`src/rtl/carrier_acq_sequencer.sv`:
```
// carrier_acq_sequencer
// Acquisition/tracking controller for the carrier loop filter. Sequences
// accumulator clear, frequency sweep, settle and narrow-band track, selects
// wide (acquisition) or narrow (tracking) lead/lag exponents, and re-acquires
// on sweep timeout or loss of lock.
//
// Optional feature macro: CARRIER_ACQ_GEARSHIFT_EN
//   defined   : exponents step from acquisition toward tracking values by one
//               every 256 loop updates in TRACK (downward steps jump at once).
//   undefined : exponents switch to tracking values on TRACK entry.
//
// Ports:
//   i_clk, i_reset                 clock, synchronous active-high reset
//   i_enable                       sequencer run; low forces IDLE
//   i_clk_en                       loop-filter update strobe (qualifies counting)
//   i_carrier_lock                 lock flag, observed only on update strobes
//   i_acq_lead_exp/i_acq_lag_exp   acquisition exponents
//   i_trk_lead_exp/i_trk_lag_exp   tracking exponents
//   i_dwell_count                  sweep timeout in updates (0 = none)
//   i_settle_count                 locked updates before TRACK (0 acts as 1)
//   i_loss_count                   unlocked updates in TRACK before re-acquire (0 = never)
//   o_lead_exp/o_lag_exp           exponents to lead/lag gains
//   o_sweep_enable                 sweep request to lag accumulator
//   o_clear_accum                  one-clk accumulator clear pulse
//   o_acquired                     high only in TRACK
//   o_state                        current state code
//   o_reacq_count                  saturating re-acquisition counter
module carrier_acq_sequencer #(
  parameter int unsigned CNT_W = 16,
  parameter int unsigned EXP_W = 5
) (
  input  logic             i_clk,
  input  logic             i_reset,
  input  logic             i_enable,
  input  logic             i_clk_en,
  input  logic             i_carrier_lock,
  input  logic [EXP_W-1:0] i_acq_lead_exp,
  input  logic [EXP_W-1:0] i_acq_lag_exp,
  input  logic [EXP_W-1:0] i_trk_lead_exp,
  input  logic [EXP_W-1:0] i_trk_lag_exp,
  input  logic [CNT_W-1:0] i_dwell_count,
  input  logic [CNT_W-1:0] i_settle_count,
  input  logic [CNT_W-1:0] i_loss_count,
  output logic [EXP_W-1:0] o_lead_exp,
  output logic [EXP_W-1:0] o_lag_exp,
  output logic             o_sweep_enable,
  output logic             o_clear_accum,
  output logic             o_acquired,
  output logic [2:0]       o_state,
  output logic [7:0]       o_reacq_count
);

  typedef enum logic [2:0] {
    S_IDLE   = 3'd0,
    S_CLEAR  = 3'd1,
    S_SWEEP  = 3'd2,
    S_SETTLE = 3'd3,
    S_TRACK  = 3'd4
  } state_t;

  state_t           r_state;
  state_t           w_state_nxt;
  logic [CNT_W-1:0] r_cnt;
  logic [CNT_W-1:0] w_cnt_nxt;
  logic [7:0]       r_reacq;
  logic             w_reacq_inc;
  logic             r_sweep;
  logic             r_clear;
  logic             r_acq;

  // count+1 computed one bit wider so threshold compares never wrap
  logic [CNT_W:0]   w_cnt_inc;
  logic [CNT_W-1:0] w_cnt_sat;
  logic [CNT_W:0]   w_settle_thr;
  logic [CNT_W:0]   w_dwell_thr;
  logic [CNT_W:0]   w_loss_thr;

  assign w_cnt_inc    = {1'b0, r_cnt} + (CNT_W+1)'(1);
  assign w_cnt_sat    = (&r_cnt) ? r_cnt : w_cnt_inc[CNT_W-1:0];
  assign w_settle_thr = (i_settle_count == '0) ? (CNT_W+1)'(1) : {1'b0, i_settle_count};
  assign w_dwell_thr  = {1'b0, i_dwell_count};
  assign w_loss_thr   = {1'b0, i_loss_count};

  // Next-state, counter and re-acquisition decisions
  always_comb begin
    w_state_nxt = r_state;
    w_cnt_nxt   = r_cnt;
    w_reacq_inc = 1'b0;
    if (!i_enable) begin
      w_state_nxt = S_IDLE;
      w_cnt_nxt   = '0;
    end else begin
      case (r_state)
        S_IDLE: begin
          w_state_nxt = S_CLEAR;
          w_cnt_nxt   = '0;
        end
        S_CLEAR: begin
          w_state_nxt = S_SWEEP;
          w_cnt_nxt   = '0;
        end
        S_SWEEP: begin
          if (i_clk_en) begin
            if (i_carrier_lock) begin
              w_state_nxt = S_SETTLE;
              w_cnt_nxt   = '0;
            end else if ((i_dwell_count != '0) && (w_cnt_inc >= w_dwell_thr)) begin
              w_state_nxt = S_CLEAR;
              w_cnt_nxt   = '0;
              w_reacq_inc = 1'b1;
            end else begin
              w_cnt_nxt = w_cnt_sat;
            end
          end
        end
        S_SETTLE: begin
          if (i_clk_en) begin
            if (!i_carrier_lock) begin
              w_state_nxt = S_SWEEP;
              w_cnt_nxt   = '0;
            end else if (w_cnt_inc >= w_settle_thr) begin
              w_state_nxt = S_TRACK;
              w_cnt_nxt   = '0;
            end else begin
              w_cnt_nxt = w_cnt_sat;
            end
          end
        end
        S_TRACK: begin
          if (i_clk_en) begin
            if (i_carrier_lock) begin
              w_cnt_nxt = '0;
            end else if ((i_loss_count != '0) && (w_cnt_inc >= w_loss_thr)) begin
              w_state_nxt = S_CLEAR;
              w_cnt_nxt   = '0;
              w_reacq_inc = 1'b1;
            end else begin
              w_cnt_nxt = w_cnt_sat;
            end
          end
        end
        default: begin
          w_state_nxt = S_IDLE;
          w_cnt_nxt   = '0;
        end
      endcase
    end
  end

  // State, counters and state-decoded output flags
  always_ff @(posedge i_clk) begin
    if (i_reset) begin
      r_state <= S_IDLE;
      r_cnt   <= '0;
      r_reacq <= '0;
      r_sweep <= 1'b0;
      r_clear <= 1'b0;
      r_acq   <= 1'b0;
    end else begin
      r_state <= w_state_nxt;
      r_cnt   <= w_cnt_nxt;
      if (w_reacq_inc && (r_reacq != 8'hFF)) begin
        r_reacq <= r_reacq + 8'd1;
      end
      r_sweep <= (w_state_nxt == S_SWEEP);
      r_clear <= (w_state_nxt == S_CLEAR);
      r_acq   <= (w_state_nxt == S_TRACK);
    end
  end

  assign o_state        = r_state;
  assign o_reacq_count  = r_reacq;
  assign o_sweep_enable = r_sweep;
  assign o_clear_accum  = r_clear;
  assign o_acquired     = r_acq;

`ifdef CARRIER_ACQ_GEARSHIFT_EN
  logic [7:0]       r_gear_tmr;
  logic [EXP_W-1:0] r_gear_lead;
  logic [EXP_W-1:0] r_gear_lag;
  logic             w_gear_hold;
  logic             w_gear_tick;

  // Gear runs only while TRACK is held; any other cycle reloads entry values
  assign w_gear_hold = (r_state == S_TRACK) && (w_state_nxt == S_TRACK);
  assign w_gear_tick = w_gear_hold && i_clk_en && (r_gear_tmr == 8'hFF);

  // Downward targets jump immediately; upward targets step by one per tick
  function automatic logic [EXP_W-1:0] f_gear(input logic [EXP_W-1:0] cur,
                                               input logic [EXP_W-1:0] trk,
                                               input logic             tick);
    if (trk < cur) begin
      return trk;
    end else if (tick && (cur != trk)) begin
      return cur + EXP_W'(1);
    end else begin
      return cur;
    end
  endfunction

  always_ff @(posedge i_clk) begin
    if (i_reset || !w_gear_hold) begin
      r_gear_tmr  <= '0;
      r_gear_lead <= f_gear(i_acq_lead_exp, i_trk_lead_exp, 1'b0);
      r_gear_lag  <= f_gear(i_acq_lag_exp, i_trk_lag_exp, 1'b0);
    end else begin
      if (i_clk_en) begin
        r_gear_tmr <= r_gear_tmr + 8'd1;
      end
      r_gear_lead <= f_gear(r_gear_lead, i_trk_lead_exp, w_gear_tick);
      r_gear_lag  <= f_gear(r_gear_lag, i_trk_lag_exp, w_gear_tick);
    end
  end

  assign o_lead_exp = r_acq ? r_gear_lead : i_acq_lead_exp;
  assign o_lag_exp  = r_acq ? r_gear_lag  : i_acq_lag_exp;
`else
  assign o_lead_exp = r_acq ? i_trk_lead_exp : i_acq_lead_exp;
  assign o_lag_exp  = r_acq ? i_trk_lag_exp  : i_acq_lag_exp;
`endif

endmodule

```
`config.mk`:
```
export PLATFORM = sky130hd
export DESIGN_NAME = carrier_acq_sequencer
export DESIGN_NICKNAME = d
export VERILOG_FILES = /design/src/rtl/carrier_acq_sequencer.sv
export SDC_FILE = /design/constraint.sdc
export NUM_CORES = 1
export LEC_CHECK = 0
export BUFFER_PORTS_ARGS = -buffer_cell sky130_fd_sc_hd__buf_2
export CAP_MARGIN = 20
export CORE_MARGIN = 3
export CORE_UTILIZATION = 40
export DETAILED_ROUTE_END_ITERATION = 12
export PLACE_DENSITY = 0.73
export RECOVER_POWER = 25
export SYNTH_ARGS = -nofsm -noshare
export SYNTH_HDL_FRONTEND = slang
export SYNTH_SLANG_ARGS = --single-unit
```
`constraint.sdc`:
```
create_clock -name i_clk -period 4 [get_ports i_clk]
set_input_delay 0.2 -clock i_clk [delete_from_list [all_inputs] [get_ports i_clk]]
set_output_delay 0.2 -clock i_clk [all_outputs]
set_load 0.02 [all_outputs]
```
==> run metrics, run 1 <==
Achievable Freq 265 MHz; placed cells 615; Post-Route WL 9500 um; Ports 97; Max Slew Vio Count 0; Register Area 601 um^2; diode count 0; area of the multi-input gates 2530 um^2; Non-Filler Instances 625; number of synthesis warnings 0; Die Y 97.2 um; R2R Setup Slk 0.23 ns; clock tree buffer depth 2; number of synthesized flops with an enable pin 0; Seq cells post-synth 30; drt wl/cell 15.2 um; Final Worst Setup Slack 0.226 ns; vias per inst 5.59; status finished, final reports clean; Core ar. 7890 um^2; Mapped Cells 416; share of cells above drive strength 1 27.5%; gr usage total 20.0%; Hold Path Class input port to flip-flop; critical path endpoint category flip-flop; worst-skew pair later-pin latency 0.29 ns; Worst Path Arrival 3.96 ns; Area contributors post-synth dfxtp_1 (18%), ha_1 (17%), inv_1 (5.5%), a21oi_1 (3.8%), mux2_2 (3.4%); PwrDens 166 nW/um^2; clock sinks 30; # setup viols final 0; Hold Slack 0.216 ns; most frequent cell after synthesis inv_1; Slew headroom 56.8%; Fillers 771; Seq pwr share 44.2%; Syn Area/Cell 8.00 um^2; die area 9450 um^2; clock power share 36.7%; top_reg_cell synth dfxtp_1; Switching Share 27.4%; PortBufs 96; residual DRC count 0; combinational power share 19.1%; Cell Int Power 498 uW; Placer Congestion 0.962; first-pass GRT wire length 15900 um; Tightest Pin Transition 0.642 ns; initial antenna violation count 0; unique cell type count in the Yosys netlist 63; vias in the first global route 3423; Crit Path Max Fanout 8; CP startpoint kind flip-flop; clock period minus worst slack 3.77 ns; row count 32; Post-synth ARST share 0%; Layout Nets 639; Finished Cell Area 4130 um^2; Worst Skew 0.00658 ns; CP required 4.18 ns; Worst IR Drop VDD 0.156 mV; CTS tree done; Leakage 2.03 nW; CTS Buf Count 5; area grow syn2layout 24.1%; Root Driver clkbuf_8; total grt overflow 0; Synth Net Count 533; H-tree levels 2; initial core utilization 42.2%; DR pass1 iterations 4; DR vias 3496; total chip power 686 uW; post-route clock period utilization 94.3%; DR iter-0 viols 177; cell taking the most area after synthesis dfxtp_1; Routed Antenna Nets 0; Clock transition at path regs 0.07 ns; switching pwr 188 uW; DIE WIDTH 97.2 um; crit path kind flip-flop to flip-flop; RSZ-0062 raised after global routing true; Synth top cells by count inv_1 (49), ha_1 (44), dfxtp_1 (30); Seq/Total Area, Yosys 18.1%; Post-DP Area 3980 um^2; HPWL Detailed 7980 um; pin count of the biggest net entering global routing 15; Yosys top cell area share 18.1%; final hold violations 0; max cap viols 0; synthesized area 3330 um^2; worst slack, placed 0.145 ns; # hold bufs at CTS 0
## cells in the final DEF, fill, tap and decap left out, types with 9 or more instances in the layout
cell type and n:
nor2_1 21, nand3_1 17, buf_2 84, mux2_2 10, nor4_1 12, a21oi_1 25
o31ai_1 11, clkbuf_1 13, dfxtp_1 30, ha_1 44, nand2_1 27, buf_4 14
inv_1 49, a22o_1 9, o21ai_0 9
## power by group through the flow
stage	combinational [mW]	clock, mW	sequential, mW
global route	0.146	0.273	0.303
CTS	0.130	0.258	0.303
floorplan	0.0632	0	0.310
global placement	0.126	0	0.310
finish	0.131	0.252	0.303
detailed placement	0.130	0	0.310
## timing repair
| item | 4_1_cts | 5_1_grt |
|---|---|---|
| gates resized for setup | 0 | 9 |
| setup endpoints to repair | 0 | 27 |
| buffers inserted | 0 | 2 |
## final timing paths
| kind | start | endpoint | cells after the start |
|---|---|---|---|
| min | i_enable | o_state[2] | 2 |
| max reg2reg | r_cnt[1] | r_cnt[1] | 16 |
| max | r_cnt[1] | r_cnt[1] | 16 |
| min reg2reg | r_cnt[15] | r_cnt[15] | 2 |
## critical path, cell delays in order (launching register included)
cell and delay (ns):
dfxtp_1 0.36, ha_1 0.21, and3_1 0.23, nand2_1 0.12, buf_4 0.17, xnor2_2 0.16, ha_1 0.32, and3_1 0.16
nand3_1 0.11, nor4_2 0.32, o21ai_1 0.14, a221oi_2 0.40, o21ai_2 0.16, a21oi_4 0.25, nor2_1 0.10, buf_4 0.20
a32o_1 0.25
## flip-flops by register name, indices dropped and copies added, names as in the netlist
signal          count
o_acquired          1
o_clear_accum       1
o_reacq_count       8
o_state             3
o_sweep_enable      1
r_cnt              16
## cell families after synthesis
group	count (synthesis)	share of synthesized area (%)
adders and majority gates	45	16.9
and+or+nand+nor	141	23.9
muxes	12	3.99
AOI/OAI and AO/OA	109	24.4
xor gates and xnor gates	18	5.57
DFF	30	18.1
buffers and inverters	61	7.22
## cell type report
| class | instances | area share, % |
|---|---|---|
| Clock buffer | 7 | 2.09 |
| Timing Repair Buffer | 111 | 14.3 |
| Multi-Input combinational cell | 325 | 61.4 |
| Tap cell | 102 | 3.09 |
| Inverter | 49 | 4.46 |
| Clock inverter | 1 | 0.121 |
| Sequential cell | 30 | 14.5 |
## per-layer routing
| metal | share of wire [%] | wire length [um] | global-route usage, % |
|---|---|---|---|
| met2 | 47 | 4450 | 32.4 |
| met4 | 3.9 | 371 | 10.2 |
| met5 | 0 | 0 | 0 |
| met3 | 6.4 | 607 | 4.31 |
| met1 | 43 | 4080 | 24.9 |
## through the flow
step	TNS [ns]	utilization (%)
2_1_floorplan	0	-
3_3_place_gp	0	50.4
3_5_place_dp	0	50.4
4_1_cts	0	51.6
5_1_grt	-0.126	52.3
6_report	0	52.3
Note: power is estimated with default switching activity, not from simulation.
==> run 2, diff against run 1 <==
Settings changed: BUFFER_PORTS_ARGS -buffer_cell sky130_fd_sc_hd__buf_2 to -buffer_cell sky130_fd_sc_hd__buf_4.
==> run metrics, run 2 (synthesis results as in run 1) <==
Worst IR Drop VDD 0.154 mV; area of the multi-input gates 2540 um^2; Finished Cell Area 4380 um^2; DR vias 3575; FF-to-FF path depth 15; total grt overflow 0; Slew headroom 56.7%; Worst Path Arrival 3.93 ns; placed cells 615; Non-Filler Instances 629; Worst Setup EP o_clear_accum; Max Slew Vio Count 0; Worst Skew 0.0131 ns; clock tree buffer depth 2; row count 32; status finished, final reports clean; R2R Path End o_clear_accum; vias in the first global route 3521; final core area utilization 55.5%; slowest CP cell or4_4; Placer Congestion 0.919; CTS tree done; drt wl/cell 16.0 um; initial core utilization 42.2%; Largest stage delay, worst path 0.57 ns; DIE WIDTH 97.2 um; residual DRC count 0; most common cell after layout, fill and taps aside buf_4; total chip power 762 uW; worst slack, placed 0.0313 ns; crit path kind flip-flop to flip-flop; Seq pwr share 39.8%; clock sinks 30; Switching Share 25.8%; max cap viols 0; Fillers 765; Register Area 602 um^2; diode count 0; Routed Antenna Nets 0; die area 9450 um^2; Post-DP Area 4220 um^2; CTS Buf Count 5; H-tree levels 2; PwrDens 174 nW/um^2; Clock transition at path regs 0.08 ns; combinational power share 20.3%; Hold Slack 0.171 ns; critical path endpoint category flip-flop; Layout Nets 643; clock period minus worst slack 3.76 ns; Cell Int Power 565 uW; Crit Path Max Fanout 5; commonest cells after routing, fill and taps aside buf_4 (102), inv_1 (49), ha_1 (43), dfxtp_1 (29), nand2_1 (27); CP cell instances ha_2 > and3_1 > nand2_1 > nor3_2 > nand3_1 > xnor2_2 > ha_1 > a21o_1 > a21oi_1 > nand2_1 > or4_4 > o21ai_2 > nor3_1 > or4_4 > and2_1; final hold violations 0; # setup viols final 0; Achievable Freq 266 MHz; Die Y 97.2 um; initial antenna violation count 0; post-route clock period utilization 94.0%; Root Driver clkbuf_8; first-pass GRT wire length 16400 um; PortBufs 96; max reg flops 16; switching pwr 196 uW; pin count of the biggest net entering global routing 15; clock power share 39.9%; worst-skew pair later-pin latency 0.29 ns; Leakage 2.11 nW; Tightest Pin Transition 0.644 ns; DR pass1 iterations 4; Hold Path Class input port to flip-flop; Core ar. 7890 um^2; CP required 4.17 ns; vias per inst 5.68; Final Worst Setup Slack 0.241 ns; Setup TNS 0 ns; share of cells above drive strength 1 28.8%; reg2reg start r_cnt[1]; Ports 97; R2R Setup Slk 0.24 ns; Largest Register r_cnt; DR iter-0 viols 177; Post-Route WL 10100 um; gr usage total 20.6%; Worst Hold Launch i_reset; CP startpoint r_cnt[1]; HPWL Detailed 8360 um; CP startpoint kind flip-flop; area grow syn2layout 31.6%
==> run 2: metal layers <==
layer  global-route usage (%)  share of wire [%]  up-vias
li1                         -                  -     1757
met1                     25.5                 42     1652
met2                     36.1                 49      138
met3                     2.66                6.1       28
met4                     8.32                3.5        0
met5                        0                  0        -
==> run 2: final cells by class <==
class / instances / area share (%)
Tap cell: 102 / 2.92
Timing Repair Buffer: 115 / 18.6
Clock buffer: 5 / 1.57
Clock inverter: 3 / 0.915
Sequential cell: 30 / 13.7
Inverter: 49 / 4.20
Multi-Input combinational cell: 325 / 58.0
==> run 2: how the worst min path moves through the flow <==
stage / to / slack (ns) / cells after the start
finish: o_reacq_count[3] / 0.17 / 2
global placement: o_reacq_count[2] / 0.47 / 2
CTS: o_reacq_count[3] / 0.17 / 2
detailed placement: o_reacq_count[2] / 0.48 / 2
global route: o_reacq_count[3] / 0.19 / 2
floorplan: o_acquired / 0.37 / 1
==> run 2: worst max-delay path, delay by kind of cell (launching register included) <==
kind            cells  cell delay (ns)
fa+ha+maj           2             0.51
flops               1             0.37
simple gates        9             2.02
xor+xnor            1             0.21
compound gates      3             0.54
==> run 2: repair_timing <==
item	in CTS	in global routing
hold buffers	0	0
setup buffers	0	6
gates resized for setup	1	12
pin swaps	0	3
endpoints found under the setup margin	1	27
==> run 2: power groups by stage <==
| stage | logic, mW | clock network (mW) | registers (mW) |
|---|---|---|---|
| 5_1_grt | 0.169 | 0.320 | 0.303 |
| 3_3_place_gp | 0.151 | 0 | 0.310 |
| 6_report | 0.155 | 0.304 | 0.303 |
| 2_1_floorplan | 0.0632 | 0 | 0.310 |
| 3_5_place_dp | 0.155 | 0 | 0.310 |
| 4_1_cts | 0.155 | 0.309 | 0.303 |
==> run 3, diff against run 2 <==
Settings changed: CELL_PAD_IN_SITES_DETAIL_PLACEMENT set to 0, CELL_PAD_IN_SITES_GLOBAL_PLACEMENT set to 1, CORE_UTILIZATION 40 to 35, PLACE_DENSITY 0.73 to 0.84.
==> run metrics, run 3 (synthesis results as in run 1) <==
status finished, final reports clean; clock tree buffer depth 2; drt wl/cell 15.9 um; CTS Buf Count 5; vias in the first global route 3388; clock period minus worst slack 3.72 ns; DIE WIDTH 103 um; Setup TNS 0 ns; Ports 97; clock sinks 30; Worst IR Drop VDD 0.138 mV; commonest cells after routing, fill and taps aside buf_4 (112), inv_1 (49), ha_1 (44), dfxtp_1 (29), nand2_1 (27); Worst path top cell family by delay simple AND/OR/NAND/NOR gates; HPWL Detailed 8830 um; Leakage 2.14 nW; Post-Route WL 10500 um; # hold bufs at CTS 0; CP required 4.22 ns; M1 WL 4830 um; reg2reg start r_cnt[3]; vias per inst 5.34; Placer Congestion 0.908; Die Y 103 um; Tightest Pin Transition 0.708 ns; Layout Nets 653; total chip power 714 uW; PortBufs 96; total grt overflow 0; residual DRC count 0; Crit Path Max Fanout 6; Largest stage delay, worst path 0.47 ns; Max Slew Vio Count 0; Met3 Routed Length 408 um; Hold Slack 0.174 ns; die area 10700 um^2; DR iter-0 viols 155; initial antenna violation count 0; max cap viols 0; first-pass GRT wire length 16800 um; Non-Filler Instances 663; gr usage total 20.0%; area grow syn2layout 33.9%; R2R Path End o_reacq_count[7]; row count 34; Worst Skew 0.00674 ns; most common cell after layout, fill and taps aside buf_4; Hold Path Class input port to flip-flop; Slew headroom 52.4%; diode count 0; FF-to-FF path depth 16; RSZ-0062 raised after global routing false; Achievable Freq 269 MHz; Worst Path Arrival 3.94 ns; metal2 WL 5220 um; Largest Register r_cnt; max reg flops 16; crit path kind flip-flop to flip-flop; Routed Antenna Nets 0; Hold Crit Depth 2; worst-skew pair later-pin latency 0.28 ns; CP most frequent cell buf_4; Worst Hold Launch i_reset; H-tree levels 2; DR pass1 iterations 4; Fillers 875; critical path buffer and inverter count 2; Core ar. 8980 um^2; pin count of the biggest net entering global routing 15; # setup viols final 0; DR vias 3538; critical path endpoint category flip-flop; post-route clock period utilization 93.0%; WHS Endpoint o_reacq_count[4]; max layer used met4; Root Driver clkbuf_8; final hold violations 0; initial core utilization 37.1%; Clock transition at path regs 0.07 ns; CP cell instances nand2_1 > nor2_2 > nand3_1 > xnor2_1 > buf_4 > ha_1 > and4_1 > o211ai_1 > o221ai_1 > nand4_1 > a21oi_2 > buf_4 > and2_2 > o211ai_2 > or4_1 > o21ai_1; CP startpoint kind flip-flop; R2R Setup Slk 0.28 ns; slowest CP cell dfxtp_1; placed cells 654; share of cells above drive strength 1 29.2%; PwrDens 160 nW/um^2; CTS tree done
==> run 3: cell types whose count changed in the layout (fill, tap and decap cells not counted), sizes merged <==
cell,before,now
buf,102,112
clkinv,2,1
clkbuf,18,20
bufinv,1,0
==> run 3: power breakdown <==
| part | internal (mW) | switching, mW | leakage, nW |
|---|---|---|---|
| Clock | 0.139 | 0.117 | 0.0482 |
| Combinational | 0.0814 | 0.0737 | 1.85 |
| Sequential | 0.300 | 0.00252 | 0.243 |
==> run 3: layer usage <==
layer / global-route usage [%] / vias up
met2: 34.2 / 82
met4: 3.78 / 0
met3: 2.41 / 8
li1: - / 1778
met1: 27.1 / 1670
met5: 0 / -
==> run 3: worst max-delay path by stage <==
stage / startpoint / endpoint / slack, ns / depth (start not counted)
2_1_floorplan: r_cnt[0] / o_clear_accum / 0.23 / 15
3_3_place_gp: r_cnt[0] / r_cnt[1] / 0.06 / 14
3_5_place_dp: r_cnt[0] / r_cnt[1] / -0.01 / 15
4_1_cts: r_cnt[0] / r_cnt[1] / 0.01 / 15
5_1_grt: r_cnt[3] / o_reacq_count[4] / 0.03 / 16
6_report: r_cnt[3] / o_reacq_count[7] / 0.28 / 16
==> run 3: final cells by class <==
type	instances	area [um^2]	share of cell area [%]
Timing Repair Buffer	125	890	20.0
Sequential cell	30	602	13.5
Clock inverter	1	5.00	0.112
Clock buffer	7	86.3	1.94
Inverter	49	184	4.13
Tap cell	126	158	3.54
Multi-Input combinational cell	325	2530	56.8
==> run 3: worst reg2reg max path: stages, from the launching register on <==
cell and delay (ns):
dfxtp_1 0.47, nand2_1 0.14, nor2_2 0.21, nand3_1 0.13, xnor2_1 0.20, buf_4 0.19
ha_1 0.28, and4_1 0.23, o211ai_1 0.11, o221ai_1 0.26, nand4_1 0.20, a21oi_2 0.20
buf_4 0.15, and2_2 0.20, o211ai_2 0.16, or4_1 0.46, o21ai_1 0.08
==> run 3: repair_timing <==
item,4_1_cts,5_1_grt
endpoints found under the setup margin,0,18
endpoints found under the hold margin,0,0
buffers inserted,0,1
resized for setup,0,10
==> run 3: stage by stage <==
step	cell area, um^2	utilization, %	worst slack, ns
floorplan	3330	-	0.235
global placement	4360	48.6	0.0568
detailed placement	4360	48.6	-0.0100
CTS	4450	49.6	0.0137
global route	4450	49.6	0.0306
finish	4450	49.6	0.281
